### src/rtl/hazard_pkg.sv
// hazard_pkg: shared constants, FSM encoding and helper functions for the
// hazard/forwarding controller. Optional statistics build: HAZARD_STATS_EN.
package hazard_pkg;

    // Operand-mux select codes for the EX-stage forwarding muxes.
    localparam logic [1:0] FWD_RF  = 2'b00;  // register-file value
    localparam logic [1:0] FWD_WB  = 2'b01;  // WB-stage result
    localparam logic [1:0] FWD_MEM = 2'b10;  // MEM-stage ALU result

    // Controller FSM states.
    typedef enum logic [1:0] {
        ST_IDLE  = 2'b00,
        ST_STALL = 2'b01,
        ST_FLUSH = 2'b10
    } hz_state_e;

    // A shadow slot is {valid, rs1, rs2, rd, regwrite, memread}.
    // An all-zero slot is an empty (invalid) slot.
    localparam int SLOT_FLAG_W = 3;

    function automatic int slot_width(input int addr_w);
        return 3 * addr_w + SLOT_FLAG_W;
    endfunction

    // Down-counter width: $clog2(max(a,b)) + 1.
    function automatic int cnt_width(input int a, input int b);
        int m;
        m = (a > b) ? a : b;
        return $clog2(m) + 1;
    endfunction

    // Increment that sticks at all-ones.
    function automatic logic [31:0] sat_inc(input logic [31:0] v, input logic en);
        return (en && (v != 32'hFFFF_FFFF)) ? v + 32'd1 : v;
    endfunction

endpackage

### src/rtl/hazard_dest_pipe.sv
// hazard_dest_pipe: three-slot shadow pipeline (EX/MEM/WB) of instruction
// register IDs. A bubble loads an empty slot into EX; reset empties all slots.
module hazard_dest_pipe #(
    parameter int W = 18
) (
    input  logic         clk,
    input  logic         rst,
    input  logic         bubble,
    input  logic [W-1:0] id_slot,
    output logic [W-1:0] ex_slot,
    output logic [W-1:0] mem_slot,
    output logic [W-1:0] wb_slot
);

    // Advance the shadow slots one stage per clock.
    always_ff @(posedge clk) begin
        if (rst) begin
            ex_slot  <= '0;
            mem_slot <= '0;
            wb_slot  <= '0;
        end else begin
            wb_slot  <= mem_slot;
            mem_slot <= ex_slot;
            ex_slot  <= bubble ? '0 : id_slot;
        end
    end

endmodule

### src/rtl/hazard_fwd_ctrl.sv
// hazard_fwd_ctrl: operand forwarding selects, load-use stall and taken-branch
// flush control for a 5-stage pipeline.
// Optional feature macro HAZARD_STATS_EN adds saturating event counters.
//
// Handshake note: there is no valid/ready pair here; id_valid qualifies the ID
// inputs in the cycle they are presented, and every output is a level that
// applies to the current cycle (stall/bubble/flush act on the next clock edge).
module hazard_fwd_ctrl
    import hazard_pkg::*;
#(
    parameter int REG_ADDR_W     = 5,
    parameter int LOAD_USE_STALL = 1,
    parameter int FLUSH_CYCLES   = 1
) (
    input  logic                  clk,
    input  logic                  rst,
    input  logic                  id_valid,
    input  logic [REG_ADDR_W-1:0] id_rs1,
    input  logic [REG_ADDR_W-1:0] id_rs2,
    input  logic [REG_ADDR_W-1:0] id_rd,
    input  logic                  id_regwrite,
    input  logic                  id_memread,
    input  logic                  ex_branch_taken,
    output logic [1:0]            fwd_a_sel,
    output logic [1:0]            fwd_b_sel,
    output logic                  stall,
    output logic                  bubble,
    output logic                  flush
`ifdef HAZARD_STATS_EN
   ,output logic [31:0]           stall_count,
    output logic [31:0]           flush_count,
    output logic [31:0]           fwd_count
`endif
);

    localparam int CNT_W  = cnt_width(LOAD_USE_STALL, FLUSH_CYCLES);
    localparam int SLOT_W = slot_width(REG_ADDR_W);

    typedef struct packed {
        logic                  valid;
        logic [REG_ADDR_W-1:0] rs1;
        logic [REG_ADDR_W-1:0] rs2;
        logic [REG_ADDR_W-1:0] rd;
        logic                  regwrite;
        logic                  memread;
    } slot_t;

    slot_t            id_s;
    slot_t            ex_s;
    slot_t            mem_s;
    slot_t            wb_s;
    hz_state_e        state;
    hz_state_e        state_n;
    logic [CNT_W-1:0] cnt;
    logic [CNT_W-1:0] cnt_n;
    logic             rst_q;
    logic             quiet;
    logic             load_use_hit;
    logic             stall_c;
    logic             bubble_c;
    logic             flush_c;
    logic [1:0]       fwd_a_c;
    logic [1:0]       fwd_b_c;
    logic             unused_fields;

    assign id_s = '{valid: id_valid, rs1: id_rs1, rs2: id_rs2, rd: id_rd,
                    regwrite: id_regwrite, memread: id_memread};

    // Not every slot field is consumed at every stage.
    assign unused_fields = ^{ex_s, mem_s, wb_s};

    hazard_dest_pipe #(
        .W (SLOT_W)
    ) u_dest_pipe (
        .clk      (clk),
        .rst      (rst),
        .bubble   (bubble_c),
        .id_slot  (id_s),
        .ex_slot  (ex_s),
        .mem_slot (mem_s),
        .wb_slot  (wb_s)
    );

    // Source for one operand: MEM beats WB; x0 and non-writers never forward.
    function automatic logic [1:0] fwd_pick(input logic [REG_ADDR_W-1:0] rs,
                                            input slot_t m, input slot_t w);
        if (rs == '0)
            return FWD_RF;
        if (m.valid && m.regwrite && (m.rd == rs))
            return FWD_MEM;
        if (w.valid && w.regwrite && (w.rd == rs))
            return FWD_WB;
        return FWD_RF;
    endfunction

    // Outputs are held quiet in the reset cycle and the cycle after it.
    always_ff @(posedge clk) begin
        rst_q <= rst;
    end

    assign quiet = rst | rst_q;

    // Forwarding selects for the instruction currently in EX.
    always_comb begin
        fwd_a_c = FWD_RF;
        fwd_b_c = FWD_RF;
        if (ex_s.valid) begin
            fwd_a_c = fwd_pick(ex_s.rs1, mem_s, wb_s);
            fwd_b_c = fwd_pick(ex_s.rs2, mem_s, wb_s);
        end
    end

    // A load in EX whose destination feeds the instruction in ID.
    assign load_use_hit = ex_s.valid && ex_s.memread && (ex_s.rd != '0) && id_valid &&
                          ((ex_s.rd == id_rs1) || (ex_s.rd == id_rs2));

    // FSM state and down-counter register.
    always_ff @(posedge clk) begin
        if (rst) begin
            state <= ST_IDLE;
            cnt   <= '0;
        end else begin
            state <= state_n;
            cnt   <= cnt_n;
        end
    end

    // Next state and stall/bubble/flush; a taken branch outranks a stall.
    always_comb begin
        state_n  = state;
        cnt_n    = cnt;
        stall_c  = 1'b0;
        bubble_c = 1'b0;
        flush_c  = 1'b0;
        if (quiet) begin
            state_n = ST_IDLE;
            cnt_n   = '0;
        end else begin
            case (state)
                ST_IDLE: begin
                    if (ex_branch_taken) begin
                        flush_c  = 1'b1;
                        bubble_c = 1'b1;
                        if (FLUSH_CYCLES > 1) begin
                            state_n = ST_FLUSH;
                            cnt_n   = CNT_W'(FLUSH_CYCLES - 1);
                        end
                    end else if (load_use_hit) begin
                        stall_c  = 1'b1;
                        bubble_c = 1'b1;
                        if (LOAD_USE_STALL > 1) begin
                            state_n = ST_STALL;
                            cnt_n   = CNT_W'(LOAD_USE_STALL - 1);
                        end
                    end
                end
                ST_STALL: begin
                    if (ex_branch_taken) begin
                        flush_c  = 1'b1;
                        bubble_c = 1'b1;
                        if (FLUSH_CYCLES > 1) begin
                            state_n = ST_FLUSH;
                            cnt_n   = CNT_W'(FLUSH_CYCLES - 1);
                        end else begin
                            state_n = ST_IDLE;
                            cnt_n   = '0;
                        end
                    end else begin
                        stall_c  = 1'b1;
                        bubble_c = 1'b1;
                        cnt_n    = cnt - 1'b1;
                        if (cnt == CNT_W'(1))
                            state_n = ST_IDLE;
                    end
                end
                ST_FLUSH: begin
                    flush_c  = 1'b1;
                    bubble_c = 1'b1;
                    cnt_n    = cnt - 1'b1;
                    if (cnt == CNT_W'(1))
                        state_n = ST_IDLE;
                end
                default: begin
                    state_n = ST_IDLE;
                    cnt_n   = '0;
                end
            endcase
        end
    end

    assign fwd_a_sel = quiet ? FWD_RF : fwd_a_c;
    assign fwd_b_sel = quiet ? FWD_RF : fwd_b_c;
    assign stall     = stall_c;
    assign bubble    = bubble_c;
    assign flush     = flush_c;

`ifdef HAZARD_STATS_EN
    // Saturating per-cycle event counters, cleared by reset.
    always_ff @(posedge clk) begin
        if (rst) begin
            stall_count <= '0;
            flush_count <= '0;
            fwd_count   <= '0;
        end else begin
            stall_count <= sat_inc(stall_count, stall_c);
            flush_count <= sat_inc(flush_count, flush_c);
            fwd_count   <= sat_inc(fwd_count, (fwd_a_sel != FWD_RF) || (fwd_b_sel != FWD_RF));
        end
    end
`endif

endmodule

### config.mk
export PLATFORM = sky130hd
export DESIGN_NAME = hazard_fwd_ctrl
export DESIGN_NICKNAME = d
export VERILOG_FILES = /design/src/rtl/hazard_pkg.sv /design/src/rtl/hazard_dest_pipe.sv /design/src/rtl/hazard_fwd_ctrl.sv
export SDC_FILE = /design/constraint.sdc
export NUM_CORES = 1
export LEC_CHECK = 0
export CAP_MARGIN = 20
export CORE_MARGIN = 2
export CORE_UTILIZATION = 50
export DETAILED_ROUTE_END_ITERATION = 6
export PLACE_DENSITY = 0.7
export SLEW_MARGIN = 20
export SYNTH_ARGS = -nofsm -noshare
export SYNTH_HDL_FRONTEND = slang
export SYNTH_HIERARCHICAL = 1
export SYNTH_SLANG_ARGS = --single-unit
### constraint.sdc
create_clock -name clk -period 2 [get_ports clk]
set_clock_uncertainty 0.05 [all_clocks]
set_input_delay 0.4 -clock clk [delete_from_list [all_inputs] [get_ports clk]]
set_output_delay 0.4 -clock clk [all_outputs]
set_load 0.02 [all_outputs]
# After elaboration in Yosys (flattened, before gate mapping)
# Cells that the tools add are included.
# totals
elab_cells	85
in_bits	21
regBits	58
out_inout_bits	7
# op_classes
n_bitwise	1
muxes	50
n_eq_ne	8
reduce_logical	19
addsub	1
# ops
cell	n
$mux 2	18
$eq 5x5->1	6
$mux 1	27
$logic_and 1x1->1	10
$logic_not 5->1	2
$reduce_or 2->1	4
$pmux 1 s2	3
$pmux 2 s3	1
$reduce_bool 5->1	1
$pmux 1 s3	1
$eq 2x1->1 const B	1
$eq 2x2->1 const B	1
$logic_not 2->1	1
$logic_or 1x1->1	1
$or 1x1->1	1
$sub 1x1->1 const B	1

# Depth between registers and ports, before layout
# Gate-level depths: netlist of the first run.
# depth
ltp_word	13
depth_mapped	9
mapped_depth_nobuf	7

# Cells and area by module
# The synthesis of the first run kept the hierarchy.
# modules_own_cells
module	seq_area_each_um2	area_each_um2	instances	cells_each
hazard_dest_pipe	1081.0	1602.8	1	116
hazard_fwd_ctrl	80.1	716.9	1	88

# Least setup slack after synthesis of the first run
# Ideal clock, no wire load.
# synth_timing
kind	register to register
startpoint	register state[1]
endpoint	register u_dest_pipe.ex_slot[10]
n_path_buf	2
t_arrival_ps	1888
setup_time_ps	115
t_required_ps	1835
setup_slack_ps	-54
path_stages_with_launch	10
path_cell_list	dfxtp_1 > inv_1 > ha_1 > nand4_1 > a21oi_1 > nand2_1 > o21ai_0 > buf_6 > buf_8 > nor3b_2
# synth_via
elab_chain_cells	5
elab_cells_between_ends	7
cone_classes	eq/ne: 2; mux: 2; reduce/logical: 3
# synth_lines
element	line_no	text
start, declared	hazard_fwd_ctrl.sv:52	hz_state_e state;
start signal, assigned	hazard_fwd_ctrl.sv:123	state <= state_n;
$eq 2x2->1 or $eq 2x1->1 (tied branches)	hazard_fwd_ctrl.sv:139	case (state)
$reduce_or 2->1 (no source line)	--	
$pmux 1 s2 (*)	hazard_fwd_ctrl.sv:139	
$mux 1 (*)	hazard_fwd_ctrl.sv:135	if (quiet) begin
via bubble	hazard_fwd_ctrl.sv:27	output logic bubble,
$reduce_or 2->1 (no source line) (*)	--	
end signal, assigned	hazard_dest_pipe.sv:24	ex_slot <= bubble ? '0 : id_slot;
end, declared	hazard_dest_pipe.sv:10	output logic [W-1:0] ex_slot,
# The timed path passes the listed nets; every way through them passes the cells marked *.
# A chain may end at the register's enable or synchronous reset.

# Worst setup path in the final report of the first run
# layout_timing
startpoint	register u_dest_pipe.ex_slot[16]
endpoint	output fwd_a_sel[1]
# layout_via
elab_chain_cells	11
elab_cells_between_ends	21
cone_classes	eq/ne: 2; mux: 16; reduce/logical: 3
# layout_lines
element	line_no	text
$eq 5x5->1	hazard_fwd_ctrl.sv:91	if (w.valid && w.regwrite && (w.rd == rs))
$logic_and 1x1->1	hazard_fwd_ctrl.sv:91	
$mux 1 (2 in a row)	hazard_fwd_ctrl.sv:91	
$mux 1	hazard_fwd_ctrl.sv:89	if (m.valid && m.regwrite && (m.rd == rs))
$mux 1	hazard_fwd_ctrl.sv:107	if (ex_s.valid) begin
$mux 2	hazard_fwd_ctrl.sv:93	return FWD_RF;
$mux 2	hazard_fwd_ctrl.sv:91	
$mux 2 (*)	hazard_fwd_ctrl.sv:89	
$mux 2 (*)	hazard_fwd_ctrl.sv:107	
$mux 2 (*)	hazard_fwd_ctrl.sv:191	assign fwd_a_sel = quiet ? FWD_RF : fwd_a_c;
end, declared	hazard_fwd_ctrl.sv:24	output logic [1:0] fwd_a_sel,
# Mark *: on every way between the ends. The rest lies on a longest branch, timed or not. The select of a mux whose other input is x is not followed.

==> summary.md, run 1 <==
| Metric | Value |
|---|---|
| Core area | between 3000 and 4000 um2 |
| Clock sinks | 36 |
| Tot GR Track Use | 0.185 |
| Cell row count | 21 |
| Area delta synth->final | 37.2% |
| # diodes | 0 |
| Vias in the first global route | approximately 1300 |
| Final TNS setup | -0.389 ns |
| TritonCTS clock tree | done |
| Crit-path max FO | 2 |
| Gate Count Post-Synth | 160 |
| Synthesis warning total | 6 |
| Antenna Nets Post-Route | 0 |
| Share of layout cells above drive strength 1 | 0.477 |
| Worst VDD drop | between 0.4 and 0.5 mV |
| Pwr/cell area | 589 nW/um2 |
| DRT Wirelength | roughly 3500 um |
| Largest net degree at the start of global routing | 25 |
| Worst min path class | primary input to flip-flop |
| Required @ worst endpoint | 1.55 ns |
| CP startpoint kind | flip-flop |
| Routability cong. | between 0.7 and 0.8 |
| Worst-path clk slew | between 0.1 and 0.15 ns |
| Hold Path Sink | u_dest_pipe/ex_slot[17]$_SDFF_PP0_ |
| Die Ht | approximately 63 um |
| RSZ-0062 raised after global routing | yes |
| Final setup margin | -0.0919 ns |
| Slew headroom | 0.757 |
| P_leak | ~0.97 nW |
| Crit path time final | approximately 2.1 ns |
| Worst Hold Depth | 2 |
| WL/cell | roughly 13 um |
| Initial Util | 0.522 |
| # setup viols final | 5 |
| Layout net count | 240 |
| Tot Pwr | between 1 and 1.5 mW |
| Antenna violations before repair | 0 |
| Clk buf depth | 2 |
| Fillcell total | ~270 |
| Routed via count | around 1300 |
| First-pass GRT wire length | around 5700 um |
| Crit. End Element | primary output |
| Arrival @ worst endpoint | roughly 1.6 ns |
| Die Wd | 63.0 um |
| # hold bufs at CTS | 0 |
| CTS root buf | clkbuf_4 |
| Run status | complete, but fails checks |
| Syn_area_per_cell | between 10 and 15 um2 |
| Hold path start | id_valid |
| F_max | approximately 480 MHz |
| Synth Cell Area | about 1700 um2 |
| DRT iter0 DRCs | 18 |
| Congestion Overflow GR | 0 |
| Slew @ Worst Pin | 0.362 ns |
| Vias/cell | 4.82 |
| DRC | 0 |
| Detail Placement HPWL | 2560 um |
| Reg-to-reg endpoint | u_dest_pipe/ex_slot[15]$_SDFF_PP0_ |
| Fin util | 0.716 |
| IO Count | 28 |
| Syn nets | ~190 |
| FF-to-FF path depth | 7 |
| H-tree depth | 2 |
| CTS Buf Count | 5 |
| Hold Vio Cnt, Final | 0 |
| DRT Pass-1 Iters | 4 |
| Finished Cell Area | 2390 um2 |
| Max-cap violations | 0 |
| Port buffer count | 27 |
| CP Class | flip-flop to primary output |
| FF-to-FF setup slack | 0.28 ns |
| Clock latency on the worst-skew pair | ~0.34 ns |
| Failing checks | setup timing |
| DP Area | around 2200 um2 |
| Final Max Tran Viols | 0 |
| Worst reg2reg startpoint | u_dest_pipe/ex_slot[6]$_SDFF_PP0_ |
| Period utilization | 1.05 |
| Die area | between 3000 and 4000 um2 |
cell usage in the layout, fill, tap and decap left out, types with 7 or more instances in the layout:
cell type,count
nor3b_2,20
dfxtp_2,15
buf_4,28
dlygate4sd2_1,11
xnor2_1,14
xor2_1,12
clkdlybuf4s50_1,8
buf_6,7
nor2b_1,16
dfxtp_1,21
area by class of cell:
| cell class | count | area, um2 | share of cell area |
|---|---|---|---|
| multi-input cells | 113 | 1040 | 0.436 |
| clock buffers | 5 | 37.5 | 0.0157 |
| clock inverters | 3 | 18.8 | 0.00785 |
| inverters | 3 | 11.3 | 0.00471 |
| repair buffers | 56 | 483 | 0.202 |
| well taps | 46 | 57.6 | 0.0241 |
| flip-flops and latches | 36 | 739 | 0.309 |
power breakdown:
part	switching, mW	internal, mW
logic	0.104	0.141
clock network	0.248	0.135
registers	0.0298	0.751
flip-flops by register name, indices dropped and copies added, names as in the netlist:
signal	flops
rst_q	1
u_dest_pipe/mem_slot	7
state	2
cnt	1
u_dest_pipe/wb_slot	7
u_dest_pipe/ex_slot	18
metal layers:
metal | track usage | vias to the layer above | share of wire
li1 | - | 640 | -
met1 | 0.212 | 589 | 0.45
met2 | 0.323 | 27 | 0.49
met3 | 0.0523 | 8 | 0.038
met4 | 0.0750 | 0 | 0.022
met5 | 0 | - | 0
worst max path at each step:
| stage | start | endpoint | slack, ns | cells after the start |
|---|---|---|---|---|
| detailed placement | rst | fwd_b_sel[0] | -0.66 | 6 |
| global placement | rst | fwd_a_sel[0] | -0.61 | 6 |
| global route | u_dest_pipe/ex_slot[16]$_SDFF_PP0_ | fwd_a_sel[1] | -0.15 | 5 |
| floorplan | state[1]$_SDFFE_PP0N_ | u_dest_pipe/ex_slot[10]$_SDFF_PP0_ | 0.16 | 9 |
| CTS | u_dest_pipe/ex_slot[11]$_SDFF_PP0_ | fwd_b_sel[0] | -0.12 | 5 |
| finish | u_dest_pipe/ex_slot[16]$_SDFF_PP0_ | fwd_a_sel[1] | -0.09 | 5 |
worst max-delay path, cell delays in order (launching register included):
cell and delay [ns]:
dfxtp_2 0.34, buf_6 0.11, or4_4 0.49, nor2_4 0.15, nor3b_2 0.06, buf_4 0.15
what timing repair did:
action | CTS | global route
buffers inserted | 4 | 1
pin swaps | 12 | 13
resized for setup | 63 | 28
endpoints found under the setup margin | 7 | 7
per-stage QoR:
step	std cells	hold WS [ns]	setup slack (ns)
3_5_place_dp	249	0.390	-0.664
2_1_floorplan	160	0.364	0.155
3_3_place_gp	249	0.388	-0.614
6_report	262	0.305	-0.0919
4_1_cts	261	0.409	-0.124
5_1_grt	262	0.319	-0.148
Note: power is estimated with default switching activity, not from simulation.
==> run 2: changes to the inputs <==
Settings changed: REMOVE_ABC_BUFFERS from default to 1.
==> run 2 against run 1 <==
Compared with the run above: the flow still finishes with violations (setup timing); sequential share of layout area is 0.26 points lower; worst setup slack better by 0.023 ns; cell area is 2.7% higher; power is 1.5% higher; critical endpoint is now fwd_b_sel[0].
==> summary.md, run 2 (same netlist as run 1, synthesis figures left out) <==
| Metric | Value |
|---|---|
| RSZ-0062 raised after global routing | yes (unchanged) |
| DRT Pass-1 Iters | 4 (unchanged) |
| Slew @ Worst Pin | 0.438 ns (was 0.362 ns) |
| Vias in the first global route | 1373 (was 1316) |
| Run status | complete, but fails checks (unchanged) |
| Hold Vio Cnt, Final | 0 (unchanged) |
| # hold bufs at CTS | 0 (unchanged) |
| Crit path time final | 2.07 ns (was 2.09 ns) |
| Worst-path clk slew | 0.10 ns (was 0.11 ns) |
| Reg with most FFs | u_dest_pipe/ex_slot (unchanged) |
| Share of layout cells above drive strength 1 | 0.512 (was 0.477) |
| DRT Wirelength | 3830 um (was 3530 um) |
| Most common cell after layout, fill and taps aside | buf_4 (unchanged) |
| Antenna violations before repair | 0 (unchanged) |
| Port buffer count | 27 (unchanged) |
| Cell row count | 21 (unchanged) |
| Top flop regs | u_dest_pipe/ex_slot (18), u_dest_pipe/mem_slot (7), u_dest_pipe/wb_slot (7) (unchanged) |
| Filler-free cell count of the finished design | 263 (was 262) |
| Most frequent cells in the layout | buf_4, nor3b_2, dfxtp_1 (was buf_4, dfxtp_1, nor3b_2) |
| IO Count | 28 (unchanged) |
| Die area | 3970 um2 (unchanged) |
| DP Cell Count | 251 (was 249) |
| Setup WS pre-CTS | -0.838 ns (was -0.664 ns) |
| CTS Buf Count | 5 (unchanged) |
| Worst min path class | flip-flop to flip-flop (was primary input to flip-flop) |
| CP startpoint kind | flip-flop (unchanged) |
| Routability cong. | 0.802 (was 0.768) |
| Worst VDD drop | 0.428 mV (was 0.448 mV) |
| Pwr/cell area | 582 nW/um2 (was 589 nW/um2) |
| # diodes | 0 (unchanged) |
| Finished Cell Area | 2450 um2 (was 2390 um2) |
| P_leak | 0.966 nW (was 0.971 nW) |
| Die Wd | 63.0 um (unchanged) |
| Fillcell total | 237 (was 269) |
| Layout net count | 241 (was 240) |
| Tot GR Track Use | 0.205 (was 0.185) |
| Routed via count | 1303 (was 1264) |
| WL/cell | 14.6 um (was 13.5 um) |
| Vias/cell | 4.95 (was 4.82) |
| Detail Placement HPWL | 2670 um (was 2560 um) |
| DRC | 0 (unchanged) |
| Clock latency on the worst-skew pair | 0.35 ns (was 0.34 ns) |
| TritonCTS clock tree | done (unchanged) |
| DRT iter0 DRCs | 16 (was 18) |
| Largest net degree at the start of global routing | 34 (was 25) |
| CP Class | flip-flop to primary output (unchanged) |
| Slew headroom | 0.708 (was 0.757) |
| Clock sinks | 36 (unchanged) |
| Failing checks | setup timing (unchanged) |
| Final setup margin | -0.0690 ns (was -0.0919 ns) |
| Period utilization | 1.03 (was 1.05) |
| CTS root buf | clkbuf_4 (unchanged) |
| Fin util | 0.736 (was 0.716) |
| Congestion Overflow GR | 0 (unchanged) |
| Required @ worst endpoint | 1.55 ns (about the same) |
| Crit. End Element | primary output (unchanged) |
| Crit-path max FO | 3 (was 2) |
| DP Area | 2200 um2 (was 2180 um2) |
| Core area | 3340 um2 (unchanged) |
| Antenna Nets Post-Route | 0 (unchanged) |
| Largest register FFs | 18 (unchanged) |
| Arrival @ worst endpoint | 1.62 ns (was 1.64 ns) |
| F_max | 483 MHz (was 478 MHz) |
| Clk buf depth | 2 (unchanged) |
| Tot Pwr | 1.43 mW (was 1.41 mW) |
| Final Max Tran Viols | 0 (unchanged) |
| Max-cap violations | 0 (unchanged) |
| H-tree depth | 2 (unchanged) |
| # setup viols final | 5 (unchanged) |
| Initial Util | 0.522 (unchanged) |
| Area delta synth->final | 40.9% (was 37.2%) |
| First-pass GRT wire length | 6150 um (was 5710 um) |
| Die Ht | 63.0 um (unchanged) |
## run 2: critical path, stage by stage, from the launching register on
cell and delay, ns:
dfxtp_2 0.36, or4_4 0.55, nor2_4 0.15, nor4_4 0.07, buf_4 0.16
## run 2: area by class of cell
class	instances	area (um2)	share of cell area
Tap cell	46	57.6	0.0234
Multi-Input combinational cell	113	1100	0.448
Sequential cell	36	753	0.307
Inverter	3	13.8	0.00561
Timing Repair Buffer	57	472	0.192
Clock buffer	8	58.8	0.0240
## run 2: repair_timing
action	4_1_cts	5_1_grt
setup endpoints to repair	7	7
setup buffers	3	1
pin swaps	14	10
resized for setup	76	28
## run 2: power by group
part | switching (mW) | total [mW] | internal, mW
clock | 0.231 | 0.404 | 0.173
sequential | 0.0326 | 0.780 | 0.748
combinational | 0.108 | 0.245 | 0.137
## run 2: final timing paths
| kind | slack (ns) | from | end | cells past startpoint |
|---|---|---|---|---|
| min | 0.40 | u_dest_pipe/ex_slot[1]$_SDFF_PP0_ | u_dest_pipe/mem_slot[1]$_SDFF_PP0_ | 1 |
| min reg2reg | 0.40 | u_dest_pipe/ex_slot[1]$_SDFF_PP0_ | u_dest_pipe/mem_slot[1]$_SDFF_PP0_ | 1 |
| max reg2reg | 0.31 | state[0]$_SDFFE_PP0N_ | state[0]$_SDFFE_PP0N_ | 8 |
| max | -0.07 | u_dest_pipe/ex_slot[8]$_SDFF_PP0_ | fwd_b_sel[0] | 4 |
## run 2: metrics by stage
stage,setup TNS [ns],hold WS [ns]
after floorplan,-26.77,0.364
after global placement,-6.36,0.367
after detailed placement,-7.02,0.379
after CTS,-0.260,0.403
after global routing,-0.697,0.418
final,-0.272,0.396
## run 2: metal layers
layer / vias to the layer above / global-route usage / routed length [um]
li1: 645 / - / -
met5: - / 0 / 0
met1: 627 / 0.220 / 1520
met4: 0 / 0.0944 / 116
met2: 21 / 0.375 / 2090
met3: 10 / 0.0486 / 108
